### config.mk
export PLATFORM = sky130hd
export DESIGN_NAME = shift_seq_ctrl
export DESIGN_NICKNAME = d
export VERILOG_FILES = /design/src/rtl/shift_seq_ctrl.sv
export SDC_FILE = /design/constraint.sdc
export NUM_CORES = 1
export LEC_CHECK = 0
export ABC_AREA = 1
export BUFFER_PORTS_ARGS = -buffer_cell sky130_fd_sc_hd__buf_2
export CORE_MARGIN = 8
export CORE_UTILIZATION = 50
export DETAILED_ROUTE_END_ITERATION = 6
export PLACE_DENSITY = 0.89
export SLEW_MARGIN = 20
export SYNTH_ARGS = -nofsm -noshare
export SYNTH_HDL_FRONTEND = slang
export SYNTH_SLANG_ARGS = --single-unit
### constraint.sdc
create_clock -name clk -period 1.5 [get_ports clk]
set_clock_uncertainty 0.15 [all_clocks]
set_input_delay 0.3 -clock clk [delete_from_list [all_inputs] [get_ports clk]]
set_output_delay 0.3 -clock clk [all_outputs]
set_load 0.1 [all_outputs]
### src/rtl/shift_seq_ctrl.sv
// Multi-cycle shift sequencer: captures operand/count/op, then shifts the working
// register one bit per clock (four bits per clock when SHIFT_SEQ_SKIP4_EN is defined).
module shift_seq_ctrl (
    input  logic        clk,
    input  logic        rst,
    input  logic        start,
    input  logic [15:0] In,
    input  logic [3:0]  Cnt,
    input  logic [1:0]  Op,
    output logic [15:0] Out,
    output logic        busy,
    output logic        done
);

    localparam int unsigned DATA_W = 16;
    localparam int unsigned CNT_W  = 4;

    localparam logic [1:0] OP_ROL = 2'b00;
    localparam logic [1:0] OP_SLL = 2'b01;
    localparam logic [1:0] OP_ROR = 2'b10;
    localparam logic [1:0] OP_SRA = 2'b11;

    typedef enum logic [1:0] {
        S_IDLE  = 2'b00,
        S_SHIFT = 2'b01,
        S_DONE  = 2'b10
    } state_t;

    state_t              state_q, state_d;
    logic [DATA_W-1:0]   out_q,   out_d;
    logic [CNT_W-1:0]    rem_q,   rem_d;
    logic [1:0]          op_q,    op_d;
    logic                busy_q,  busy_d;
    logic                done_q,  done_d;

    // One-bit step of the selected operation
    function automatic logic [DATA_W-1:0] shift1(input logic [1:0] op,
                                                 input logic [DATA_W-1:0] v);
        logic [DATA_W-1:0] r;
        case (op)
            OP_ROL:  r = {v[14:0], v[15]};
            OP_SLL:  r = {v[14:0], 1'b0};
            OP_ROR:  r = {v[0], v[15:1]};
            default: r = {v[15], v[15:1]};
        endcase
        return r;
    endfunction

`ifdef SHIFT_SEQ_SKIP4_EN
    // Four-bit step, equivalent to four consecutive one-bit steps
    function automatic logic [DATA_W-1:0] shift4(input logic [1:0] op,
                                                 input logic [DATA_W-1:0] v);
        logic [DATA_W-1:0] r;
        case (op)
            OP_ROL:  r = {v[11:0], v[15:12]};
            OP_SLL:  r = {v[11:0], 4'b0000};
            OP_ROR:  r = {v[3:0], v[15:4]};
            default: r = {{4{v[15]}}, v[15:4]};
        endcase
        return r;
    endfunction
`endif

    // Next-state, datapath and registered-output decode
    always_comb begin
        state_d = state_q;
        out_d   = out_q;
        rem_d   = rem_q;
        op_d    = op_q;

        case (state_q)
            S_IDLE: begin
                if (start) begin
                    out_d   = In;
                    rem_d   = Cnt;
                    op_d    = Op;
                    state_d = (Cnt != CNT_W'(0)) ? S_SHIFT : S_DONE;
                end
            end
            S_SHIFT: begin
`ifdef SHIFT_SEQ_SKIP4_EN
                if (rem_q >= CNT_W'(4)) begin
                    out_d = shift4(op_q, out_q);
                    rem_d = rem_q - CNT_W'(4);
                end else begin
                    out_d = shift1(op_q, out_q);
                    rem_d = rem_q - CNT_W'(1);
                end
`else
                out_d = shift1(op_q, out_q);
                rem_d = rem_q - CNT_W'(1);
`endif
                if (rem_d == CNT_W'(0)) begin
                    state_d = S_DONE;
                end
            end
            S_DONE: begin
                state_d = S_IDLE;
            end
            default: begin
                state_d = S_IDLE;
            end
        endcase

        busy_d = (state_d != S_IDLE);
        done_d = (state_d == S_DONE);
    end

    always_ff @(posedge clk) begin
        if (rst) begin
            state_q <= S_IDLE;
            out_q   <= '0;
            rem_q   <= '0;
            op_q    <= OP_ROL;
            busy_q  <= 1'b0;
            done_q  <= 1'b0;
        end else begin
            state_q <= state_d;
            out_q   <= out_d;
            rem_q   <= rem_d;
            op_q    <= op_d;
            busy_q  <= busy_d;
            done_q  <= done_d;
        end
    end

    assign Out  = out_q;
    assign busy = busy_q;
    assign done = done_q;

endmodule

==> impl_metrics.yaml <==
run_status:
  status: "completed"
grt:
  grt.overflow.total: 0
  antenna_found_initial: 0
  grt_max_degree: 20
  grt_pass1_wl_um: 6106
  first_global_vias: 1382
  track_usage: 0.1645
logic_synthesis:
  yosysTopAreaCellShare: 0.3827
  syn_inst: 195
  ys.flop_type: "dfxtp_1"
  yosys-top-cells-area: "dfxtp_1 (38%), a21oi_1 (12%), o21ai_1 (12%)"
  post_synth_num_cell_types: 18
  netlist_top_cells_count: "a21oi_1 (32), o21ai_1 (32), dfxtp_1 (26)"
  yosysTopAreaCell: "dfxtp_1"
  synth_edf_count: 0
  synthArstFlopShare: 0
  syn_area_per_cell_sq_um: 6.975
  ys_seq_area_frac: 0.3827
  synth_seq_cells: 26
  synth_fp_nets: 222
  ys_warn_count: 0
  netlist_area_sq_mm: 0.001360
min_path:
  hold_class: "in -> reg"
  min_from: "Op[0]"
drt:
  wl_met1_um: 1680
  dr_wl_met2_um: 1928
  num_vias: 1488
  highest_layer: "met4"
  totalWireLength_um: 3869
  avgViaCountPerCell: 5.594
  routedWlPerCell_um: 14.55
  dr.pass1.iters: 4
  route.detailed.drc: 0
  dr.first_iter.drc_count: 119
  route.met3.wl_um: 242
  drtAntennaViolNets: 0
floorplan:
  rows: 19
  design.core.area_sq_mm: 0.002663
  initial_utilization: 0.5108
  io_pins: 43
  dieArea_sq_mm: 0.004645
  die_h_um: 68.16
  die_w_um: 68.16
sta:
  final.setup.worst_slack_ps: 22.20
  slew_violations: 0
  fin_crit_sh: 0.9852
  tightest_slew_ps: 309.9
  fmax_mhz: 676.7
  fin_crit_ps: 1478
  relSlewSlack: 0.7931
  hold_viol_final: 0
  finalSetupViolations: 0
critical_path:
  required_ps: 1610
  worstPathArrival_ps: 1580
  critPathLaunch: "rem_q[0]"
  crit_type: "reg -> reg"
  worstSetupEndpointType: "flip-flop"
  r2r_start: "rem_q[0]"
  start_kind: "flip-flop"
  cp_max_fo: 5
clock_network:
  hold_buffers: 0
  worstSkewPairLatency_ps: 320
  cts_made_buffers: 3
  h-tree-depth: 1
  cts_buffer_depth: 2
  clk_pin_slew_ps: 130
  cts_tree: "built"
  cts-root-buf: "clkbuf_4"
  clock-sinks: 26
finish:
  antenna_cells: 0
  drive_above_1_share: 0.3277
  final_core_util: 0.7124
  nets: 264
  area_delta_synth_final_pct: 39.47
power_and_ir_drop:
  p_leak_nw: 0.7985
  pwr_density_cell_mw_per_mm2: 1119
  ir_drop_v: 0.0008712
placed_design:
  hpwl_um: 2787
  port_buffers: 42
  dp_slack_ps: 113.5
  gp_congestion: 0.8907
run:
  drv_cap: 0
## placed cells by master (no fill, tap or decap)
master,netlist,layout
buf_12,0,18
inv_2,6,7
inv_4,0,1
nand2_4,3,3
ha_4,0,1
nor2_1,18,17
buf_4,4,5
nand2_1,24,24
a21oi_2,0,1
nand3_1,6,6
nor3b_1,1,1
ha_1,2,1
dfxtp_2,0,12
o21ai_0,18,18
or2_1,1,1
inv_1,13,11
a21oi_1,32,31
a31oi_1,2,2
nor2_2,1,2
clkbuf_4,0,3
dfxtp_1,26,14
o21ai_1,32,32
buf_2,3,24
## sequential cells by signal (all words and copies together), names as in the netlist
register and count:
Out 16, busy 1, done 1, op_q 2
rem_q 4, state_q 2
## timing repair
action                                  4_1_cts  5_1_grt
gates resized for setup                       0        9
endpoints found under the setup margin        0        3
setup buffers                                 0        1
## through the flow
stage / setup TNS, ps / instance area [sq um] / hold WS (ps) / power, mW / instances
3_3_place_gp: 0 / 1843 / 342.8 / 1.795 / 262
3_5_place_dp: 0 / 1843 / 344.7 / 1.812 / 262
6_report: 0 / 1897 / 78.61 / 2.122 / 266
4_1_cts: 0 / 1866 / 82.09 / 2.093 / 265
5_1_grt: -24.03 / 1897 / 86.34 / 2.214 / 266
2_1_floorplan: -641.9 / 1373 / 304.8 / 1.491 / 195
## per-layer routing
| layer | up-vias | global-route usage |
|---|---|---|
| met5 | - | 0 |
| met4 | 0 | 0.04859 |
| met3 | 2 | 0.03110 |
| met2 | 59 | 0.2673 |
| met1 | 690 | 0.2161 |
| li1 | 737 | - |
## critical path: stages (launching register included)
cell and delay [ps]:
dfxtp_2 370, inv_4 50, ha_4 160, nor2_2 100, nor2_1 60, nor2_1 170
nand3_1 170, a21oi_2 180
## final cells by class
cell class,instances,area (sq um)
repair buffers,47,518.0
well taps,31,38.79
clock buffers,3,22.52
inverters,19,73.82
fillers,195,765.7
flip-flops and latches,26,535.5
multi-input cells,140,708.2
## final timing paths
| kind | endpoint | slack (ps) | cells past startpoint |
|---|---|---|---|
| setup reg to reg | done | 20 | 7 |
| hold / removal | op_q[0] | 80 | 3 |
| setup / recovery | done | 20 | 7 |
| hold reg to reg | rem_q[1] | 370 | 2 |
## cell families (layout without fill, tap and decap cells)
family                     Yosys count  count (layout)  share of synthesized area
AOI/OAI and AO/OA                   84              84                     0.3109
adders and majority gates            2               2                    0.01840
buffers and inverters               29              69                     0.1104
DFF                                 26              26                     0.3827
and+or+nand+nor                     54              54                     0.1776
## where the power goes
part           switching (mW)  internal (mW)  total [mW]
Combinational           0.619          0.335       0.955
Clock                   0.203         0.0940       0.297
Sequential              0.100          0.770       0.871
Total                   0.922           1.20        2.12
No activity file was read; power rests on OpenSTA's default activity.
